**src/rtl/imm_pkg.sv**
```systemverilog
// Shared opcode constants, immediate format codes and per-result metadata
// for the pipelined immediate generator.
package imm_pkg;

  localparam logic [6:0] OPC_LUI    = 7'b0110111;
  localparam logic [6:0] OPC_AUIPC  = 7'b0010111;
  localparam logic [6:0] OPC_JAL    = 7'b1101111;
  localparam logic [6:0] OPC_JALR   = 7'b1100111;
  localparam logic [6:0] OPC_BRANCH = 7'b1100011;
  localparam logic [6:0] OPC_LOAD   = 7'b0000011;
  localparam logic [6:0] OPC_STORE  = 7'b0100011;
  localparam logic [6:0] OPC_OPIMM  = 7'b0010011;
  localparam logic [6:0] OPC_OP     = 7'b0110011;
  localparam logic [6:0] OPC_FENCE  = 7'b0001111;
  localparam logic [6:0] OPC_SYSTEM = 7'b1110011;

  typedef enum logic [2:0] {
    FMT_NONE  = 3'd0,
    FMT_I     = 3'd1,
    FMT_S     = 3'd2,
    FMT_B     = 3'd3,
    FMT_U     = 3'd4,
    FMT_J     = 3'd5,
    FMT_SHAMT = 3'd6,
    FMT_ZIMM  = 3'd7
  } imm_fmt_e;

  // Width-independent part of a result; imm and tag widths are module
  // parameters, so the full result struct is declared in the top.
  typedef struct packed {
    imm_fmt_e fmt;
    logic     illegal;
  } imm_meta_t;

endpackage

```
**src/rtl/imm_decode.sv**
```systemverilog
// Combinational RV32/RV64 immediate decoder: instruction word to
// extended immediate, format code and illegal-opcode flag.
module imm_decode
  import imm_pkg::*;
#(
  parameter int unsigned XLEN = 32
) (
  input  logic [31:0]     i_instr,
  output logic [XLEN-1:0] o_imm,
  output logic [2:0]      o_fmt,
  output logic            o_illegal
);

  if (XLEN != 32 && XLEN != 64) begin : g_bad_xlen
    $error("imm_decode: XLEN must be 32 or 64");
  end

  logic [6:0] w_opc;
  logic [2:0] w_f3;

  assign w_opc = i_instr[6:0];
  assign w_f3  = i_instr[14:12];

  always_comb begin
    o_imm     = '0;
    o_fmt     = FMT_NONE;
    o_illegal = 1'b0;
    case (w_opc)
      OPC_LUI, OPC_AUIPC: begin
        o_imm = XLEN'($signed({i_instr[31:12], 12'b0}));
        o_fmt = FMT_U;
      end
      OPC_JAL: begin
        o_imm = XLEN'($signed({i_instr[31], i_instr[19:12], i_instr[20],
                               i_instr[30:21], 1'b0}));
        o_fmt = FMT_J;
      end
      OPC_JALR, OPC_LOAD: begin
        o_imm = XLEN'($signed(i_instr[31:20]));
        o_fmt = FMT_I;
      end
      OPC_OPIMM: begin
        if (w_f3 == 3'b001 || w_f3 == 3'b101) begin
          // Shift amount only; funct7 (incl. the SRAI bit 30) is excluded.
          if (XLEN == 64) o_imm = XLEN'(i_instr[25:20]);
          else            o_imm = XLEN'(i_instr[24:20]);
          o_fmt = FMT_SHAMT;
        end else begin
          o_imm = XLEN'($signed(i_instr[31:20]));
          o_fmt = FMT_I;
        end
      end
      OPC_BRANCH: begin
        o_imm = XLEN'($signed({i_instr[31], i_instr[7], i_instr[30:25],
                               i_instr[11:8], 1'b0}));
        o_fmt = FMT_B;
      end
      OPC_STORE: begin
        o_imm = XLEN'($signed({i_instr[31:25], i_instr[11:7]}));
        o_fmt = FMT_S;
      end
      OPC_SYSTEM: begin
        if (w_f3[2]) begin
          o_imm = XLEN'(i_instr[19:15]);
          o_fmt = FMT_ZIMM;
        end else begin
          o_imm = XLEN'($signed(i_instr[31:20]));
          o_fmt = FMT_I;
        end
      end
      OPC_OP, OPC_FENCE: begin
        o_fmt = FMT_NONE;
      end
      default: begin
        o_illegal = 1'b1;
      end
    endcase
  end

endmodule

```
**src/rtl/imm_gen_pipe.sv**
```systemverilog
// Pipelined immediate generator: one-cycle decode into an output register
// backed by a single skid entry, valid/ready on both sides.
module imm_gen_pipe
  import imm_pkg::*;
#(
  parameter int unsigned XLEN  = 32,
  parameter int unsigned TAG_W = 8
) (
  input  logic             clk,
  input  logic             rst_n,
  input  logic             in_valid,
  output logic             in_ready,
  input  logic [31:0]      in_instr,
  input  logic [TAG_W-1:0] in_tag,
  output logic             out_valid,
  input  logic             out_ready,
  output logic [XLEN-1:0]  out_imm,
  output logic [2:0]       out_fmt,
  output logic             out_illegal,
  output logic [TAG_W-1:0] out_tag
);

  typedef struct packed {
    logic [XLEN-1:0]  imm;
    imm_meta_t        meta;
    logic [TAG_W-1:0] tag;
  } res_t;

  logic [XLEN-1:0] w_imm;
  logic [2:0]      w_fmt;
  logic            w_illegal;
  res_t            w_new;
  logic            w_acc;
  logic            w_main_free;

  res_t r_main;
  res_t r_skid;
  logic r_main_vld;
  logic r_skid_vld;

  imm_decode #(
    .XLEN(XLEN)
  ) u_decode (
    .i_instr  (in_instr),
    .o_imm    (w_imm),
    .o_fmt    (w_fmt),
    .o_illegal(w_illegal)
  );

  always_comb begin
    w_new              = '0;
    w_new.imm          = w_imm;
    w_new.meta.fmt     = imm_fmt_e'(w_fmt);
    w_new.meta.illegal = w_illegal;
    w_new.tag          = in_tag;
  end

  // in_ready comes straight from the skid-valid flop, so it is registered.
  assign in_ready    = ~r_skid_vld;
  assign w_acc       = in_valid & ~r_skid_vld;
  assign w_main_free = ~r_main_vld | out_ready;

  always_ff @(posedge clk or negedge rst_n) begin
    if (!rst_n) begin
      r_main     <= '0;
      r_skid     <= '0;
      r_main_vld <= 1'b0;
      r_skid_vld <= 1'b0;
    end else if (w_main_free) begin
      // Skid can only be full when in_ready is low, so no accept competes.
      if (r_skid_vld) begin
        r_main     <= r_skid;
        r_main_vld <= 1'b1;
        r_skid_vld <= 1'b0;
      end else if (w_acc) begin
        r_main     <= w_new;
        r_main_vld <= 1'b1;
      end else begin
        r_main_vld <= 1'b0;
      end
    end else if (w_acc) begin
      r_skid     <= w_new;
      r_skid_vld <= 1'b1;
    end
  end

  assign out_valid   = r_main_vld;
  assign out_imm     = r_main.imm;
  assign out_fmt     = r_main.meta.fmt;
  assign out_illegal = r_main.meta.illegal;
  assign out_tag     = r_main.tag;

endmodule
```
**config.mk**
```make
export PLATFORM = sky130hd
export DESIGN_NAME = imm_gen_pipe
export DESIGN_NICKNAME = d
export VERILOG_FILES = /design/src/rtl/imm_pkg.sv /design/src/rtl/imm_decode.sv /design/src/rtl/imm_gen_pipe.sv
export SDC_FILE = /design/constraint.sdc
export NUM_CORES = 1
export LEC_CHECK = 0
export BUFFER_PORTS_ARGS = -buffer_cell sky130_fd_sc_hd__buf_2
export CAP_MARGIN = 0
export CORE_UTILIZATION = 55
export CTS_BUF_LIST = sky130_fd_sc_hd__clkbuf_4
export CTS_CLUSTER_DIAMETER = 40
export CTS_CLUSTER_SIZE = 16
export DETAILED_ROUTE_END_ITERATION = 10
export PLACE_DENSITY = 0.88
export RECOVER_POWER = 100
export SYNTH_ARGS = -nofsm -noshare
export SYNTH_HDL_FRONTEND = slang
export SYNTH_SLANG_ARGS = --single-unit
```
**constraint.sdc**
```tcl
create_clock -name clk -period 2.5 [get_ports clk]
set_input_delay 0.375 -clock clk [delete_from_list [all_inputs] [get_ports clk]]
set_output_delay 0.375 -clock clk [all_outputs]
set_load 0.05 [all_outputs]
```
Word-level counts from Yosys, hierarchy flattened
Cells that the tools add are included.

$add $sub $neg: 0. Div/mod/pow operators: 0. Equal/unequal tests: 13. Reductions and logical operators: 8. Bitwise gates (word level): 5. Multiply operators: 0. Muxes and demuxes: 13. Magnitude comparators: 0. Shift-type cells: 0.

Operators with widths (count): 32-bit case mux with 7 select lines (1); 44-bit two-way mux (2); 32-bit two-way mux (2); 7-bit equality test, second input constant (4); 7-bit by 6-bit equality test with 1-bit output, second input constant (3); 3-bit case mux with 7 select lines (1); 7-bit by 5-bit equality test with 1-bit output, second input constant (2); 11-bit OR reduction (1); 7-bit by 2-bit equality test with 1-bit output, second input constant (1); 7-bit by 4-bit equality test with 1-bit output, second input constant (1); 3-bit two-way mux (2); 1-bit two-way mux (5); 2-bit AND reduction (2); 2-bit nonzero test (2); 2-bit OR reduction (2); 3-bit by 1-bit equality test with 1-bit output, second input constant (1); 3-bit equality test, second input constant (1); 1-bit NOT (3); 1-bit AND (1); 1-bit logical OR (1); 1-bit OR (1).

Output and inout port bits: 46. Bits in read-only memories: 0. Memories kept: 0. Input port bits: 44. Memory bits (writable): 0. Bits in latches: 0. Register bits after elaboration: 90. Word-level logic and storage cells: 49.

Logic depth before layout (Yosys ltp)
Depth after elaboration: 6. Gate-level depth with buffers: 8. Gate-level depth less buffers: 5.

Hierarchy
From an unflattened synthesis, not the netlist that was laid out.

Cells, all modules: 352. Area total of the unflattened synthesis: 4643.2 um2.

By module, submodules not included: imm_gen_pipe (instances 1, area an instance 3916.3 um2, seq. area each 2252.2 um2, cells an instance 243); imm_decode (instances 1, area an instance 726.9 um2, seq. area each 0.0 um2, cells an instance 109).

Worst setup path after synthesis
No wires, ideal clock.

Kind: register -> register. Start point: reg r_main_vld (netlist: out_valid). End point: reg r_skid[15] in the netlist's numbering. Path slack: 0.558 ns. Arrival time: 1.810 ns. Library setup time: 0.132 ns. Buffers on the path: 4. Stages on the path, launching flop included: 8. Required time: 2.368 ns. Clock period less this slack: 1.942 ns. Cells stage by stage: dfrtp_1 nor2b_1 buf_2 and3_1 clkbuf_1 clkbuf_1 buf_2 a31oi_1.

Longest elaborated chain between the ends: 4.

RTL lines: from (decl) (line imm_gen_pipe.sv:38) `logic r_main_vld;`; from (signal assigned) (line imm_gen_pipe.sv:67) `r_main_vld <= 1'b0;`; from (signal assigned) (line imm_gen_pipe.sv:73) `r_main_vld <= 1'b1;`; from (signal assigned) (line imm_gen_pipe.sv:77) `r_main_vld <= 1'b1;`; 1-bit NOT (line imm_gen_pipe.sv:61) `assign w_main_free = ~r_main_vld | out_ready;`; 1-bit OR (line imm_gen_pipe.sv:61); 1-bit NOT (no source line); 2-bit AND reduction (no source line); to (signal assigned) (line imm_gen_pipe.sv:82) `r_skid <= w_new;`; to (decl) (line imm_gen_pipe.sv:37) `res_t r_skid;`.

Every way passes these cells. A chain may end at the register's enable or synchronous reset.

Worst setup path in the final report
Start point: in in_instr[6]. End point: reg r_main (netlist bit out_imm[30]).

Longest elaborated chain between the ends: 5.

RTL lines: from (decl) (line imm_gen_pipe.sv:13) `input logic [31:0] in_instr,`; 7-bit equality test, or another cell as far along (line imm_decode.sv:28) `case (w_opc)`; 2-bit OR reduction; 32-bit case mux with 7 select lines (*) (line imm_decode.sv:28); 44-bit two-way mux (*) (line imm_gen_pipe.sv:75) `end else if (w_acc) begin`; 44-bit two-way mux (*) (line imm_gen_pipe.sv:71) `if (r_skid_vld) begin`; to (signal assigned) (line imm_gen_pipe.sv:72) `r_main <= r_skid;`; to (signal assigned) (line imm_gen_pipe.sv:76) `r_main <= w_new;`; to (decl) (line imm_gen_pipe.sv:36) `res_t r_main;`.

Every way passes the cells marked *; elsewhere a longest branch is shown, timed or not. The select of a mux whose other input is x is not followed.

==> results by group <==
Clock tree
  • TritonCTS buffer count: 9
  • Root buf cell: clkbuf_4
  • Clock latency at the later pin of the worst-skew pair: 450 ps
  • Max H-tree Level: 3
  • Clock-pin slew on the worst setup and hold paths: 140 ps
  • CTS tree: yes
  • Post-CTS Repair Setup Buffers: 0
  • Post_cts resized: 0
  • Hold-fix buffers, CTS: 1
  • CTS max path bufs: 2
  • Clock Sinks: 90

Critical path
  • CP max-delay cell: nor3_1
  • Worst reg2reg startpoint: r_skid_vld
  • Buffers and inverters on the worst path: 2
  • Crit path capture type: register
  • Critical path class: input port to register
  • Top fanout value on the critical path: 12
  • Setup crit start kind: input port
  • Cells along the critical path: clkbuf_1, nand2_1, nor3_1, a21o_1, a21oi_1, buf_4, a211oi_1
  • WP data arrival: 2400 ps
  • Req. time, crit path: 2840 ps
  • Crit path launch: in_instr[6]
  • Crit path max-delay family: compound AO/OA/AOI/OAI gates
  • Max incr delay on CP: 510 ps

Synth
  • FF+latch count, synth: 90
  • Most used DFF post-synth: dfrtp_1
  • Synth cell types: 46
  • Post-Syn Instances: 463
  • Synth top area share: 52.63%
  • Cell Area, Synth: 4279 µm²
  • Asr flop ratio synth: 100.0%
  • Post-synth top cells: 90 x dfrtp_1, 85 x nand2_1, 49 x nor2_1
  • Count leader, synth: dfrtp_1
  • Number of flops mapped to enable cells by yosys: 0
  • Synth warn: 0
  • Synth area leader: dfrtp_1
  • Post-synthesis sequential area ratio: 52.63%
  • Average cell area after synthesis: 9.242 µm²
  • Dominant cells by area after synthesis: dfrtp_1 53%, nand2_1 7.5%, nor2_1 4.3%
  • Post-Syn Nets: 507

Power
  • Flop pwr share: 48.1%
  • Worst vdd rail ir drop: 0.3324 mV
  • Total Power: 3.761 mW
  • Power per cell area: 781.3 nW/µm²
  • Gate power share: 29.8%
  • Switching Power: 1.508 mW
  • Int Power: 2.253 mW
  • Sw frac: 40.10%
  • Clock share of power: 22.2%
  • Lkg Pwr: 2.111 nW

Hold path
  • HP Start: in_tag[3]
  • Hold/Removal Path Class: input port to register

Floorplan
  • Row cnt: 31
  • Initial Utilization: 58.06%
  • Die width: 90.21 µm
  • Die area: 8137 µm²
  • IO Pins: 90
  • Core ar.: 7370 µm²
  • Die H: 90.21 µm

Route
  • Routed WL per cell: 16.71 µm
  • Via count: 3781
  • Drt drc: 0
  • ANT nets after route: 0
  • First drt pass iteration count: 5
  • Initial drt markers: 316
  • Drt total wl: 10.78 mm
  • Via/cell ratio: 5.862

Final layout
  • Post-layout net count: 585
  • Area delta synth->final: 12.49%
  • Filler cells: 680
  • Layout Cells excl Fill: 645
  • Area of the multi-input gates: 1782 µm²
  • Flip-flop and latch area: 2252 µm²
  • Final Util: 65.31%
  • Layout cells sized above 1: 14.65%
  • Inserted Diodes: 0
  • Final Cell Area: 4813 µm²

Placed design
  • Dpl hpwl: 7.564 mm
  • GPL Wtd Cong: 0.8633
  • IO Port Bufs: 89
  • Placed inst area: 4811 µm²
  • Post-placement cell count: 628

Global routing
  • Largest net degree at the start of global routing: 55
  • Antenna violations before repair: 0
  • Vias in the first global route: 3679
  • First-pass GRT wire length: 17.99 mm
  • Gr usage total: 28.02%
  • Remaining global-route overflow: 0

STA
  • Actual slew at the worst max-slew pin: 1062 ps
  • Fin crit share: 82.58%
  • TNS Setup: 0 ps
  • Peak Freq: 0.4844 GHz
  • Final slew viol count: 0
  • Rel. slew slack: 29.21%
  • Setup-failing EPs final: 0
  • Final Hold Viols: 0
  • Crit path time final: 2064 ps
  • Clock skew after layout: 19.98 ps
  • RSZ-0062 raised after global routing: false

Job
  • Max-Cap Viols: 0

Status
  • Status: finished, final reports clean
sequential cells by signal, summed over array words and instances (netlist names):
name	cells
r_skid	44
out_imm	32
out_tag	8
out_fmt	3
out_illegal	1
out_valid	1
r_skid_vld	1
placed cells by master (no fill, tap or decap), types with 2 or more instances in the layout:
master / n
dfrtp_1: 90
nand2_1: 85
clkbuf_1: 49
nor2_1: 48
buf_2: 41
o21ai_0: 29
nor3_1: 25
a21oi_1: 22
a31oi_1: 21
a211oi_1: 15
nand3_1: 13
mux2i_1: 10
clkbuf_4: 10
o211ai_1: 9
buf_4: 9
a22o_1: 7
inv_1: 6
and3_1: 5
o21bai_1: 5
o22ai_1: 4
a211oi_2: 4
a21o_1: 3
clkinvlp_4: 3
nand2b_1: 2
nor2b_1: 2
o221ai_1: 2
or3_1: 2
clkbuf_2: 2
final timing paths:
check,to,slack (ps),depth (start not counted)
min reg2reg,r_skid[3],490,2
max reg2reg,out_tag[7],480,4
min,r_skid[3],140,3
min in group asynchronous,out_imm[8],570,2
max in group asynchronous,r_skid[25],570,3
max,out_imm[30],440,7
metal layers:
metal	global-route usage [%]	routed length (µm)
met1	38.03	4721
met5	0	0
met3	6.007	736
met2	44.59	5090
met4	10.08	231
power groups by stage:
stage	Sequential (mW)	Combinational, mW	Clock [mW]
after floorplan	2.27	0.394	0
after global placement	1.82	1.15	0
after detailed placement	1.83	1.18	0
after CTS	1.80	1.18	0.841
after global routing	1.84	1.20	0.906
final	1.81	1.12	0.833
cells by family after synthesis:
logic type | Yosys count | synth area share, %
AOI/OAI and AO/OA | 127 | 20.91
buffers and inverters | 43 | 4.415
muxes | 10 | 2.339
DFF | 90 | 52.63
and+or+nand+nor | 193 | 19.71
per-stage QoR:
step                setup WS, ps  hold slack (ps)
floorplan                  557.6            79.41
global placement           439.9            360.2
detailed placement         338.0            367.5
CTS                        664.8            123.9
global route               287.0            124.2
finish                     435.6            139.2
final cells by class:
cell class	count	area share [%]
Clock buffer	9	1.404
Clock inverter	7	1.612
Inverter	7	0.5459
Multi-Input combinational cell	330	37.02
Sequential cell	90	46.79
Tap cell	99	2.573
Timing Repair Buffer	103	10.06
tightest hold or removal path: stages:
cell	delay, ps
buf_2	90
nand2_1	40
nand2_1	50
No activity file was read; power rests on OpenSTA's default activity.
